File: src/rtl/elelock_ctrl.sv
// Keypad door lock: 4-digit BCD code entry, open/relock, and a timed lockout after repeated wrong codes.
// Latency: outputs update at the accepting ck edge. Backpressure: none; keys are level-sampled and the user re-presses.
// Optional password change in OPEN is enabled by defining ELELOCK_PWCHANGE_EN.
module elelock_ctrl #(
    parameter logic [15:0] PASSWORD       = 16'h5937,
    parameter int          MAX_FAIL       = 3,
    parameter int          LOCKOUT_CYCLES = 16
) (
    input  logic       ck,
    input  logic       reset_n,
    input  logic [9:0] tenkey,
    input  logic       close,
    output logic       lock,
    output logic       alarm,
    output logic [2:0] digit_cnt,
    output logic [1:0] fail_cnt,
    output logic       pw_set
);

    localparam logic [1:0] MAX_FAIL_L = 2'(MAX_FAIL);
    localparam logic [7:0] LO_LOAD    = 8'(LOCKOUT_CYCLES - 1);

    typedef enum logic [1:0] {LOCKED, OPEN, LOCKOUT} state_t;

    state_t      state, state_nx;
    logic [9:0]  key_prev;
    logic [15:0] entry, entry_nx, entry_full;
    logic [15:0] pw, pw_nx;
    logic [2:0]  dcnt_nx;
    logic [1:0]  fcnt_nx;
    logic [7:0]  lo_cnt, lo_cnt_nx;
    logic        pw_set_nx;
    logic        key_ok;
    logic [3:0]  key_dig;

    // A digit counts only on a clean press: exactly one key, after an all-released cycle.
    always_comb begin
        key_dig = 4'd0;
        for (int i = 0; i < 10; i++) begin
            if (tenkey[i]) key_dig = 4'(i);
        end
        key_ok     = (key_prev == '0) && (tenkey != '0) && ((tenkey & (tenkey - 10'd1)) == '0);
        entry_full = {entry[11:0], key_dig};
    end

    always_comb begin
        state_nx  = state;
        entry_nx  = entry;
        dcnt_nx   = digit_cnt;
        fcnt_nx   = fail_cnt;
        lo_cnt_nx = lo_cnt;
        pw_nx     = pw;
        pw_set_nx = 1'b0;
        case (state)
            LOCKED: begin
                if (close) begin
                    entry_nx = '0;
                    dcnt_nx  = 3'd0;
                end else if (key_ok) begin
                    if (digit_cnt == 3'd3) begin
                        entry_nx = '0;
                        dcnt_nx  = 3'd0;
                        if (entry_full == pw) begin
                            state_nx = OPEN;
                            fcnt_nx  = 2'd0;
                        end else begin
                            fcnt_nx = fail_cnt + 2'd1;
                            if (fcnt_nx == MAX_FAIL_L) begin
                                state_nx  = LOCKOUT;
                                lo_cnt_nx = LO_LOAD;
                            end
                        end
                    end else begin
                        entry_nx = entry_full;
                        dcnt_nx  = digit_cnt + 3'd1;
                    end
                end
            end
            OPEN: begin
                if (close) begin
                    state_nx = LOCKED;
                    entry_nx = '0;
                    dcnt_nx  = 3'd0;
                end
`ifdef ELELOCK_PWCHANGE_EN
                else if (key_ok) begin
                    if (digit_cnt == 3'd3) begin
                        pw_nx     = entry_full;
                        pw_set_nx = 1'b1;
                        entry_nx  = '0;
                        dcnt_nx   = 3'd0;
                    end else begin
                        entry_nx = entry_full;
                        dcnt_nx  = digit_cnt + 3'd1;
                    end
                end
`endif
            end
            LOCKOUT: begin
                if (lo_cnt == 8'd0) begin
                    state_nx = LOCKED;
                    fcnt_nx  = 2'd0;
                    dcnt_nx  = 3'd0;
                    entry_nx = '0;
                end else begin
                    lo_cnt_nx = lo_cnt - 8'd1;
                end
            end
            default: state_nx = LOCKED;
        endcase
    end

    always_ff @(posedge ck or negedge reset_n) begin
        if (!reset_n) begin
            state     <= LOCKED;
            key_prev  <= '0;
            entry     <= '0;
            digit_cnt <= 3'd0;
            fail_cnt  <= 2'd0;
            lo_cnt    <= 8'd0;
            pw        <= PASSWORD;
            pw_set    <= 1'b0;
        end else begin
            state     <= state_nx;
            key_prev  <= tenkey;
            entry     <= entry_nx;
            digit_cnt <= dcnt_nx;
            fail_cnt  <= fcnt_nx;
            lo_cnt    <= lo_cnt_nx;
            pw        <= pw_nx;
            pw_set    <= pw_set_nx;
        end
    end

    assign lock  = (state != OPEN);
    assign alarm = (state == LOCKOUT);

endmodule

File: config.mk
export PLATFORM = sky130hd
export DESIGN_NAME = elelock_ctrl
export DESIGN_NICKNAME = d
export VERILOG_FILES = /design/src/rtl/elelock_ctrl.sv
export SDC_FILE = /design/constraint.sdc
export NUM_CORES = 1
export LEC_CHECK = 0
export CORE_ASPECT_RATIO = 1.5
export CORE_MARGIN = 4
export CORE_UTILIZATION = 63
export CTS_BUF_LIST = sky130_fd_sc_hd__clkbuf_8
export CTS_CLUSTER_SIZE = 10
export DETAILED_ROUTE_END_ITERATION = 7
export PLACE_DENSITY_LB_ADDON = 0.12
export SYNTH_ARGS = -nofsm -noshare
export SYNTH_HDL_FRONTEND = slang
export SYNTH_SLANG_ARGS = --single-unit
File: constraint.sdc
create_clock -name ck -period 4.2 [get_ports ck]
set_clock_uncertainty 0.15 [all_clocks]
set_input_delay 0.84 -clock ck [delete_from_list [all_inputs] [get_ports ck]]
set_output_delay 0.84 -clock ck [all_outputs]
set_load 0.01 [all_outputs]
======== Yosys cells after proc, flatten, opt, wreduce, memory -nomap -nowiden ========
Index checks and enable logic that the tools add are counted.
storage, ports and cells
  flip-flop bits (word level) ............. 37
  latch bits .............................. 0
  memory bits (writable) .................. 0
  ROM bits ................................ 0
  output and inout port bits .............. 8
  logic and storage cells ................. 81
  memories ................................ 0
cells by class
  add/subtract/negate cells ............... 4
  multipliers ............................. 0
  div/mod/pow operators ................... 0
  $lt $le $gt $ge ......................... 0
  equality and inequality tests ........... 16
  shift operators ......................... 0
  multiplexer cells ....................... 41
  bitwise logic cells ..................... 1
  reductions and logical operators ........ 13
operators with widths
  operator                 number
  $mux W12                 5
  $mux W8                  6
  $pmux W12 S3             1
  $mux W4                  7
  $mux W2                  12
  $logic_not A10 Y1        2
  $eq A16 B15 Y1 const B   1
  $pmux W8 S2              1
  $mux W3                  5
  $ne A2 B2 Y1 const B     7
  $and A10 B10 Y10         1
  $reduce_bool A10 Y1      1
  $sub A10 B1 Y10 const B  1
  $pmux W3 S3              1
  $logic_not A8 Y1         1
  $sub A8 B1 Y8 const B    1
  $reduce_and A7 Y1        1
  $ne A3 B3 Y1 const B     2
  $pmux W2 S3              1
  $reduce_and A6 Y1        1
  $reduce_and A5 Y1        1
  $eq A2 B2 Y1 const B     2
  $ne A2 B1 Y1 const B     2
  $pmux W2 S2              1
  other kinds (10)         11

======== Longest topological paths before layout ========
Gate-level depths: netlist (run 1).
  depth after elaboration ................. 15
  depth in mapped cells ................... 8
  depth with buffers taken out ............ 8

======== Worst setup path after synthesis (run 1) ========
No wires, ideal clock.
  path kind ............................... input to register
  from .................................... in tenkey[3]
  to ...................................... reg fail_cnt[0]
  arrival ................................. 2,831 ps
  data required time ...................... 3,925 ps
  path slack .............................. 1,094 ps
  cell stages on the path ................. 6
  cell sequence ........................... or4_4 -> or4b_4 -> nand3_2 -> nand3_4 -> o41ai_2 -> mux2_2
between the ends
  cells in the longest elaborated chain, start to end .. 13
RTL lines
  item                  RTL line  RTL
  start, declared       11        input logic [9:0] tenkey,
  $mux W4 (7 in a row)  40        if (tenkey[i]) key_dig = 4'(i);
  $eq A16 B15 Y1        63        if (entry_full == pw) begin
  $mux W2               63
  $mux W2               60        if (digit_cnt == 3'd3) begin
  $mux W2               59        end else if (key_ok) begin
  $mux W2               56        if (close) begin
  $pmux W2 S2           54        case (state)
  end signal, assigned  128       fail_cnt <= fcnt_nx;
  end, declared         16        output logic [1:0] fail_cnt,
Parallel ways exist; a longest one is shown, timed or not. The select of a mux whose other input is x is not followed.
A chain may end at the register's enable or synchronous reset.

======== Worst setup path after layout (run 1) ========
  from .................................... in tenkey[3]
  to ...................................... reg entry[2]
between the ends
  cells in the longest elaborated chain, start to end .. 6
RTL lines
  item                                  RTL line  RTL
  $sub A10 B1 Y10                       42        key_ok = (key_prev == '0) && (tenkey != '0) && ((tenkey & (tenkey - 10'd1)) == '0);
  $and A10 B10 Y10                      42
  $logic_not A10 Y1                     42
  $logic_and A1 B1 Y1 *                 42
  $ne A3 B3 Y1 (no source line) *       --
  $reduce_and A4 Y1 (no source line) *  --
  end signal, assigned                  126       entry <= entry_nx;
  end, declared                         27        logic [15:0] entry, entry_nx, entry_full;
Mark *: on every way between the ends. The rest lies on a longest branch, timed or not.

==> results of run 1 <==
## worst max-delay path by stage
stage                     startpoint     endpoint  slack, ns  cells after the start
final                      tenkey[3]     entry[2]       0.57                      8
after global routing       tenkey[3]     entry[2]       0.47                      8
after CTS                  tenkey[3]     entry[2]       0.59                      8
after detailed placement   tenkey[3]     entry[2]       0.31                      8
after global placement     tenkey[3]     entry[2]       0.43                      8
after floorplan            tenkey[3]  fail_cnt[0]       1.09                      6
## layout make-up
type,count,area [um^2],share of cell area (%)
clock buffers,5,68.8,2.95
clock inverters,3,13.8,0.589
repair buffers,24,228,9.75
inverters,16,60.1,2.57
multi-input cells,133,990,42.4
flip-flops and latches,37,926,39.7
well taps,39,48.8,2.09
## through the flow
step           util (%)  cell area [um^2]  hold WS, ns  worst slack, ns
3_3_place_gp       75.8              2250        0.335            0.434
2_1_floorplan         -              2000        0.314             1.09
6_report           78.5              2330        0.367            0.573
4_1_cts            78.5              2330        0.366            0.594
3_5_place_dp       75.8              2250        0.343            0.310
5_1_grt            78.5              2330        0.377            0.465
## synthesized netlist by cell type, drive strengths merged, types with 2 or more instances
| master | n | area (um^2) |
|---|---|---|
| a21oi | 5 | 25.0 |
| nor2b | 3 | 18.8 |
| o41ai | 3 | 33.8 |
| or3 | 2 | 12.5 |
| a22o | 10 | 93.8 |
| o31ai | 6 | 45.0 |
| ha | 8 | 100 |
| or4 | 6 | 52.6 |
| nand2 | 11 | 41.3 |
| a31oi | 2 | 12.5 |
| inv | 16 | 60.1 |
| a32o | 2 | 20.0 |
| nand2b | 3 | 18.8 |
| o21a | 2 | 15.0 |
| nor2 | 10 | 37.5 |
| nand3 | 6 | 47.6 |
| nor4 | 5 | 31.3 |
| a211oi | 2 | 15.0 |
| nor3 | 9 | 45.0 |
| mux2 | 5 | 56.3 |
| dfrtp | 37 | 926 |
| and3 | 2 | 13.8 |
| o21ai | 9 | 48.8 |
| o21bai | 3 | 22.5 |
| buf | 3 | 23.8 |
## cells by family (layout without fill, tap and decap cells)
family,after synthesis,in the layout,share of synthesized area [%]
other,1,1,0.187
buffers and inverters,20,48,4.37
adder cells (fa/ha/maj),8,8,5.00
multiplexers,5,5,2.81
AND/OR/NAND/NOR,65,65,19.3
flip-flops,37,37,46.2
AO/OA/AOI/OAI,54,54,22.1
## sequential cells by signal, indices dropped and copies added (netlist names)
name / cells
digit_cnt: 3
entry: 12
fail_cnt: 2
key_prev: 10
lo_cnt: 8
state: 2
## worst register-to-register path, cell delays in order, from the launching register on
cell      delay (ns)
dfrtp_1         0.41
or4bb_1         0.54
o41ai_1         0.57
a211oi_1        0.08
a31oi_1         0.57
nor2_1          0.17
mux2_2          0.31
## layer usage
metal | vias to the layer above | track usage, % | part of all wire [%]
li1 | 775 | - | -
met1 | 835 | 27.2 | 39
met2 | 40 | 39.2 | 56
met3 | 12 | 5.04 | 3.4
met4 | 0 | 10.2 | 2.1
met5 | - | 0 | 0
## report_power, final
part           switching (mW)  total [mW]  internal (mW)  leakage (nW)
Sequential            0.00130       0.362          0.361         0.468
Combinational          0.0280      0.0469         0.0189         0.489
Clock                   0.118       0.230          0.112        0.0491
Total                   0.147       0.640          0.492          1.01
==> impl_metrics.toml, run 1 <==
[clock_network]
cts_tree = "yes"
postCtsSetupBuffers = 0
ctsHoldBuffers = 0
cts_sinks = 37
htree_levels = 2
clock_tree.root_cell = "clkbuf_8"
cts_resized = 0
clk_latency_ns = 0.28
path_clk_slew_ns = 0.07
clockBufferDepth = 2
cts_buffers = 5

[hold_path]
hp-start = "entry[10]"
holdPathEnd = "entry[10]"
min_path_cells = 1
hp-class = "reg2reg"

[logic_synthesis]
avgSynthCellArea_um2 = 10.5
postSynthCellCount = 190
synth_edf_count = 0
synthesis.area_um2 = 2000
ys_ff_latch = 37
synth_cell_types = 54
yosys_warnings = 0
synthesis.nets = 211
synth_ff_type = "dfrtp_1"
synth_seq_area_share_pct = 46.2
async_reset_ff_share_pct = 100

[setup_path]
cp-end-kind = "register"
reg2reg_depth = 6
crit-reg2reg-launch = "entry[6]"
max_stage_delay_ns = 0.61
crit_path_top_delay_cell = "or4_4"
cp_max_fo = 8
r2r-end = "lo_cnt[0]"
startpoint_type = "primary input"
path_buf_inv = 2
cp.arrival_ns = 3.69
crit_required_ns = 4.27
r2r_slack_ns = 1.30
cp_top_family = "simple AND/OR/NAND/NOR gates"
crit_chain = "clkdlybuf4s50_1, or4_4, or4b_4, nand3_2, nand3_4, a2111oi_4, buf_4, a32o_1"
critical_path_class = "in2reg"

[sta]
period_share_pct = 86.4
setup_viol = 0
tightest_slew_ns = 0.791
slew_viol_final = 0
tns_ns = 0
fmax_mhz = 276
finalHoldViolations = 0
min_period_ns = 3.63
slew_headroom_pct = 46.8
grt_setup_unrepaired = "no"

[route]
first_pass_iters = 4
routedWlPerCell_um = 17.1
drt_iter0_markers = 86
drc = 0
wirelength_um = 4390
vias = 1662
postRouteAntennaNets = 0
via_per_inst = 6.47

[power]
peakVddDrop_mv = 0.262
power_density_nw_per_um2 = 274
power_mw = 0.640
leakagePower_nw = 1.01

[cells_and_area]
syn2layout_area_growth_pct = 16.6
drive_gt1_share_pct = 14.7
final_cell_mix = "37 x dfrtp_1, 19 x clkdlybuf4s50_1, 17 x inv_1, 11 x nand2_1, 10 x nor2_1"
final_common_cell = "dfrtp_1"
nets = 238
diodes = 0
stdcell_count = 257
fillCellCount = 182

[placement]
placed_cells = 249
io_buffers = 19
gp_congestion = 0.946
dpl.hpwl_um = 3260

[run]
drv_cap = 0

[grt]
grt_overflow = 0
grt_max_degree = 38
grt_pass1_vias = 1629
antenna_found_initial = 0
grt_pass1_wl_um = 7260
track_usage_pct = 23.3

[die]
die_area_um2 = 4160
die_height_um = 77.1
die_w_um = 54.0
initial_core_util_pct = 67.4
ioPinCount = 21
rows = 24
core-area_um2 = 2970

[status]
status = "finished, final reports clean"
No activity file was read; power rests on OpenSTA's default activity.
==> run 2: changes to the inputs <==
--- a/config.mk
+++ b/config.mk
@@ -12,6 +12,7 @@
 export CTS_CLUSTER_SIZE = 10
 export DETAILED_ROUTE_END_ITERATION = 7
 export PLACE_DENSITY_LB_ADDON = 0.12
+export RECOVER_POWER = 50
 export SYNTH_ARGS = -nofsm -noshare
 export SYNTH_HDL_FRONTEND = slang
 export SYNTH_SLANG_ARGS = --single-unit
==> impl_metrics.toml, run 2 (synthesis results as in run 1) <==
[sta]
fmax_mhz = 269
slew_headroom_pct = -28.6
grt_setup_unrepaired = "no"
finalHoldViolations = 0
period_share_pct = 88.4
slew_viol_final = 38
setup_viol = 0
min_period_ns = 3.71
tns_ns = 0
tightest_slew_ns = 1.93

[die]
core-area_um2 = 2970
die_area_um2 = 4160
initial_core_util_pct = 67.4
die_height_um = 77.1
die_w_um = 54.0
rows = 24
ioPinCount = 21

[grt]
grt_max_degree = 38
antenna_found_initial = 0
track_usage_pct = 23.3
grt_pass1_wl_um = 7260
grt_overflow = 0
grt_pass1_vias = 1629

[clock_network]
path_clk_slew_ns = 0.07
clk_latency_ns = 0.28
postCtsSetupBuffers = 0
htree_levels = 2
cts_buffers = 5
clockBufferDepth = 2
ctsHoldBuffers = 0
cts_tree = "yes"
cts_sinks = 37
cts_resized = 0
clock_tree.root_cell = "clkbuf_8"

[status]
violations = "capacitance limit, slew limit"
status = "finished with violations"

[setup_path]
critical_path_class = "in2reg"
crit-reg2reg-launch = "entry[6]"
cp.arrival_ns = 3.78
reg2reg_depth = 6
worstSetupStartpoint = "tenkey[3]"
cp-end-kind = "register"
startpoint_type = "primary input"
r2r-end = "lo_cnt[0]"
crit_required_ns = 4.27
r2r_slack_ns = 1.29
endpoint = "entry[2]"
cp_max_fo = 8

[power]
power_density_nw_per_um2 = 275
leakagePower_nw = 0.993
power_mw = 0.637
peakVddDrop_mv = 0.262

[cells_and_area]
largest_reg_flops = 12
diodes = 0
largest_registers = "entry x12, key_prev x10, lo_cnt x8"
fillCellCount = 187
syn2layout_area_growth_pct = 15.8
regMostFlops = "entry"
final_common_cell = "dfrtp_1"
final_cell_mix = "37 x dfrtp_1, 17 x inv_1, 11 x nand2_1, 11 x clkdlybuf4s50_1, 10 x nor2_1"
stdcell_count = 257
nets = 238
drive_gt1_share_pct = 12.8

[route]
drc = 0
routedWlPerCell_um = 17.1
met3_length_um = 175
wirelength_um = 4400
wl_met1_um = 1680
postRouteAntennaNets = 0
first_pass_iters = 4
wl_met2_um = 2440
drt_iter0_markers = 85
vias = 1668
routed.top_layer = "met4"
via_per_inst = 6.49

[run]
drv_cap = 1

[placement]
placed_cells = 249
io_buffers = 19
dpl.hpwl_um = 3260
gp_congestion = 0.946

[hold_path]
hp-class = "reg2reg"
run 2: worst min-delay path by stage:
stage / slack [ns] / cells after the start / end / from
finish: 0.37 / 1 / entry[10] / entry[10]
global placement: 0.33 / 1 / entry[11] / entry[11]
floorplan: 0.31 / 1 / entry[11] / entry[11]
detailed placement: 0.34 / 1 / entry[11] / entry[11]
global route: 0.38 / 1 / entry[11] / entry[11]
CTS: 0.37 / 1 / entry[10] / entry[10]
run 2: power breakdown:
group          switching [mW]  internal [mW]
Combinational          0.0280         0.0157
Sequential            0.00131          0.361
Clock                   0.119          0.112
run 2: cell type report:
cell class / count / area [um^2] / share of cell area (%)
timing repair buffer: 24 / 213 / 9.17
tap: 39 / 48.8 / 2.10
clock inverter: 3 / 13.8 / 0.593
inverter: 16 / 60.1 / 2.59
clock buffer: 5 / 68.8 / 2.97
sequential: 37 / 926 / 39.9
multi-input combinational: 133 / 990 / 42.7
run 2: critical path: stages:
cell and delay [ns]:
dlygate4sd3_1 0.64, or4_4 0.59, or4b_4 0.53, nand3_2 0.13, nand3_4 0.11, a2111oi_4 0.54
buf_4 0.24, a32o_1 0.17
run 2: metal layers:
layer	vias to the layer above	track usage, %
met5	-	0
met4	0	10.2
met3	13	5.04
met2	54	39.2
met1	826	27.2
li1	775	-
run 2: stage by stage:
step                      util (%)  area [um^2]  hold WS, ns  worst slack [ns]
after global placement        75.8         2250        0.335             0.434
after detailed placement      75.8         2250        0.343             0.310
after global routing          78.0         2320        0.377             0.369
after floorplan                  -         2000        0.314              1.09
after CTS                     78.5         2330        0.366             0.594
final                         78.0         2320        0.367             0.488
==> run 3: changes to the inputs <==
--- a/config.mk
+++ b/config.mk
@@ -6,7 +6,7 @@
 export NUM_CORES = 1
 export LEC_CHECK = 0
 export CORE_ASPECT_RATIO = 1.5
-export CORE_MARGIN = 4
+export CORE_MARGIN = 2
 export CORE_UTILIZATION = 63
 export CTS_BUF_LIST = sky130_fd_sc_hd__clkbuf_8
 export CTS_CLUSTER_SIZE = 10
==> impl_metrics.toml, run 3 (synthesis results as in run 1) <==
[cells_and_area]
nets = 237
regMostFlops = "entry"
final_core_util_pct = 76.0
final_common_cell = "dfrtp_1"
drive_gt1_share_pct = 13.4
final_cell_mix = "37 x dfrtp_1, 16 x inv_1, 11 x nand2_1, 10 x nor2_1, 10 x clkdlybuf4s50_1"
fillCellCount = 216
syn2layout_area_growth_pct = 17.6
largest_reg_flops = 12
largest_registers = "entry x12, key_prev x10, lo_cnt x8"
diodes = 0

[grt]
grt_pass1_vias = 1586
track_usage_pct = 25.7
antenna_found_initial = 0
grt_pass1_wl_um = 7060
grt_max_degree = 38
grt_overflow = 0

[route]
first_pass_iters = 4
wirelength_um = 4290
routedWlPerCell_um = 16.7
vias = 1617
drt_iter0_markers = 42
drc = 0
postRouteAntennaNets = 0
via_per_inst = 6.29

[clock_network]
cts_buffers = 5
clk_latency_ns = 0.29
ctsHoldBuffers = 0
htree_levels = 2
clock_tree.root_cell = "clkbuf_8"
postCtsSetupBuffers = 0
cts_sinks = 37
cts_tree = "yes"
clockBufferDepth = 2
path_clk_slew_ns = 0.08
cts_resized = 0

[power]
p_sw_share_pct = 21.8
leakagePower_nw = 1.00
power_density_nw_per_um2 = 309
internal-power_mw = 0.569
combPwrFrac_pct = 5.8
pwr-share-clk_pct = 44.4
peakVddDrop_mv = 0.272
power_frac_seq_pct = 49.8
switching_power_mw = 0.159

[setup_path]
endpoint = "entry[2]"
critical_path_class = "in2reg"
r2r-end = "lo_cnt[0]"
r2r_slack_ns = 1.36
cp-end-kind = "register"
cp_max_fo = 8
crit_required_ns = 4.27
startpoint_type = "primary input"
crit-reg2reg-launch = "entry[6]"
cp.arrival_ns = 3.75
reg2reg_depth = 6
worstSetupStartpoint = "tenkey[3]"

[status]
violations = "capacitance limit, slew limit"
status = "finished with violations"

[placement]
gp_congestion = 0.892
io_buffers = 19
dpl.hpwl_um = 3140

[die]
initial_core_util_pct = 64.7
ioPinCount = 21
die_area_um2 = 3660
die_w_um = 50.0
core-area_um2 = 3100
rows = 25
die_height_um = 73.1

[sta]
min_period_ns = 3.68
finalHoldViolations = 0
grt_setup_unrepaired = "no"
tns_ns = 0
setup_viol = 0
slew_headroom_pct = -31.6
slew_viol_final = 38
tightest_slew_ns = 1.97
fmax_mhz = 272
period_share_pct = 87.6

[run]
drv_cap = 1

[hold_path]
hp-class = "reg2reg"
run 3: how the worst min path moves through the flow:
stage | start | to | slack, ns | cells past startpoint
global placement | entry[2] | entry[2] | 0.34 | 1
detailed placement | entry[9] | entry[9] | 0.35 | 1
CTS | entry[9] | entry[9] | 0.37 | 1
finish | entry[11] | entry[11] | 0.36 | 1
global route | entry[11] | entry[11] | 0.38 | 1
floorplan | entry[11] | entry[11] | 0.31 | 1
run 3: layout make-up:
class / count / area [um^2] / area share, %
clock buffer: 6 / 82.6 / 3.51
clock inverter: 2 / 37.5 / 1.59
inverter: 16 / 60.1 / 2.55
tap: 40 / 50.0 / 2.13
sequential: 37 / 926 / 39.3
multi-input combinational: 133 / 990 / 42.0
timing repair buffer: 23 / 209 / 8.87
run 3: layer usage:
layer	routed length (um)	part of all wire (%)	GRT usage [%]	vias up
met1	1720	40	27.2	800
met3	111	2.6	3.89	9
li1	-	-	-	770
met2	2380	55	48.4	38
met4	76	1.8	12.3	0
met5	0	0	0	-
run 3: critical path: stages:
cell	delay [ns]
dlygate4sd3_1	0.64
or4_4	0.58
or4b_4	0.53
nand3_2	0.12
nand3_4	0.11
a2111oi_4	0.50
buf_4	0.24
a32o_1	0.17
run 3: through the flow:
stage | area [um^2] | cells | worst slack, ns | hold WS (ns) | total power, mW
finish | 2350 | 257 | 0.521 | 0.364 | 0.728
global route | 2350 | 257 | 0.415 | 0.380 | 0.749
CTS | 2370 | 257 | 0.626 | 0.367 | 0.732
detailed placement | 2250 | 249 | 0.347 | 0.346 | 0.414
global placement | 2250 | 249 | 0.431 | 0.339 | 0.413
floorplan | 2000 | 190 | 1.09 | 0.314 | 0.384
run 3: power by group through the flow:
stage	Sequential (mW)	Combinational, mW	Clock, mW
after floorplan	0.369	0.0155	0
after global placement	0.369	0.0438	0
after detailed placement	0.369	0.0449	0
after CTS	0.362	0.0456	0.324
after global routing	0.363	0.0481	0.338
final	0.362	0.0425	0.323
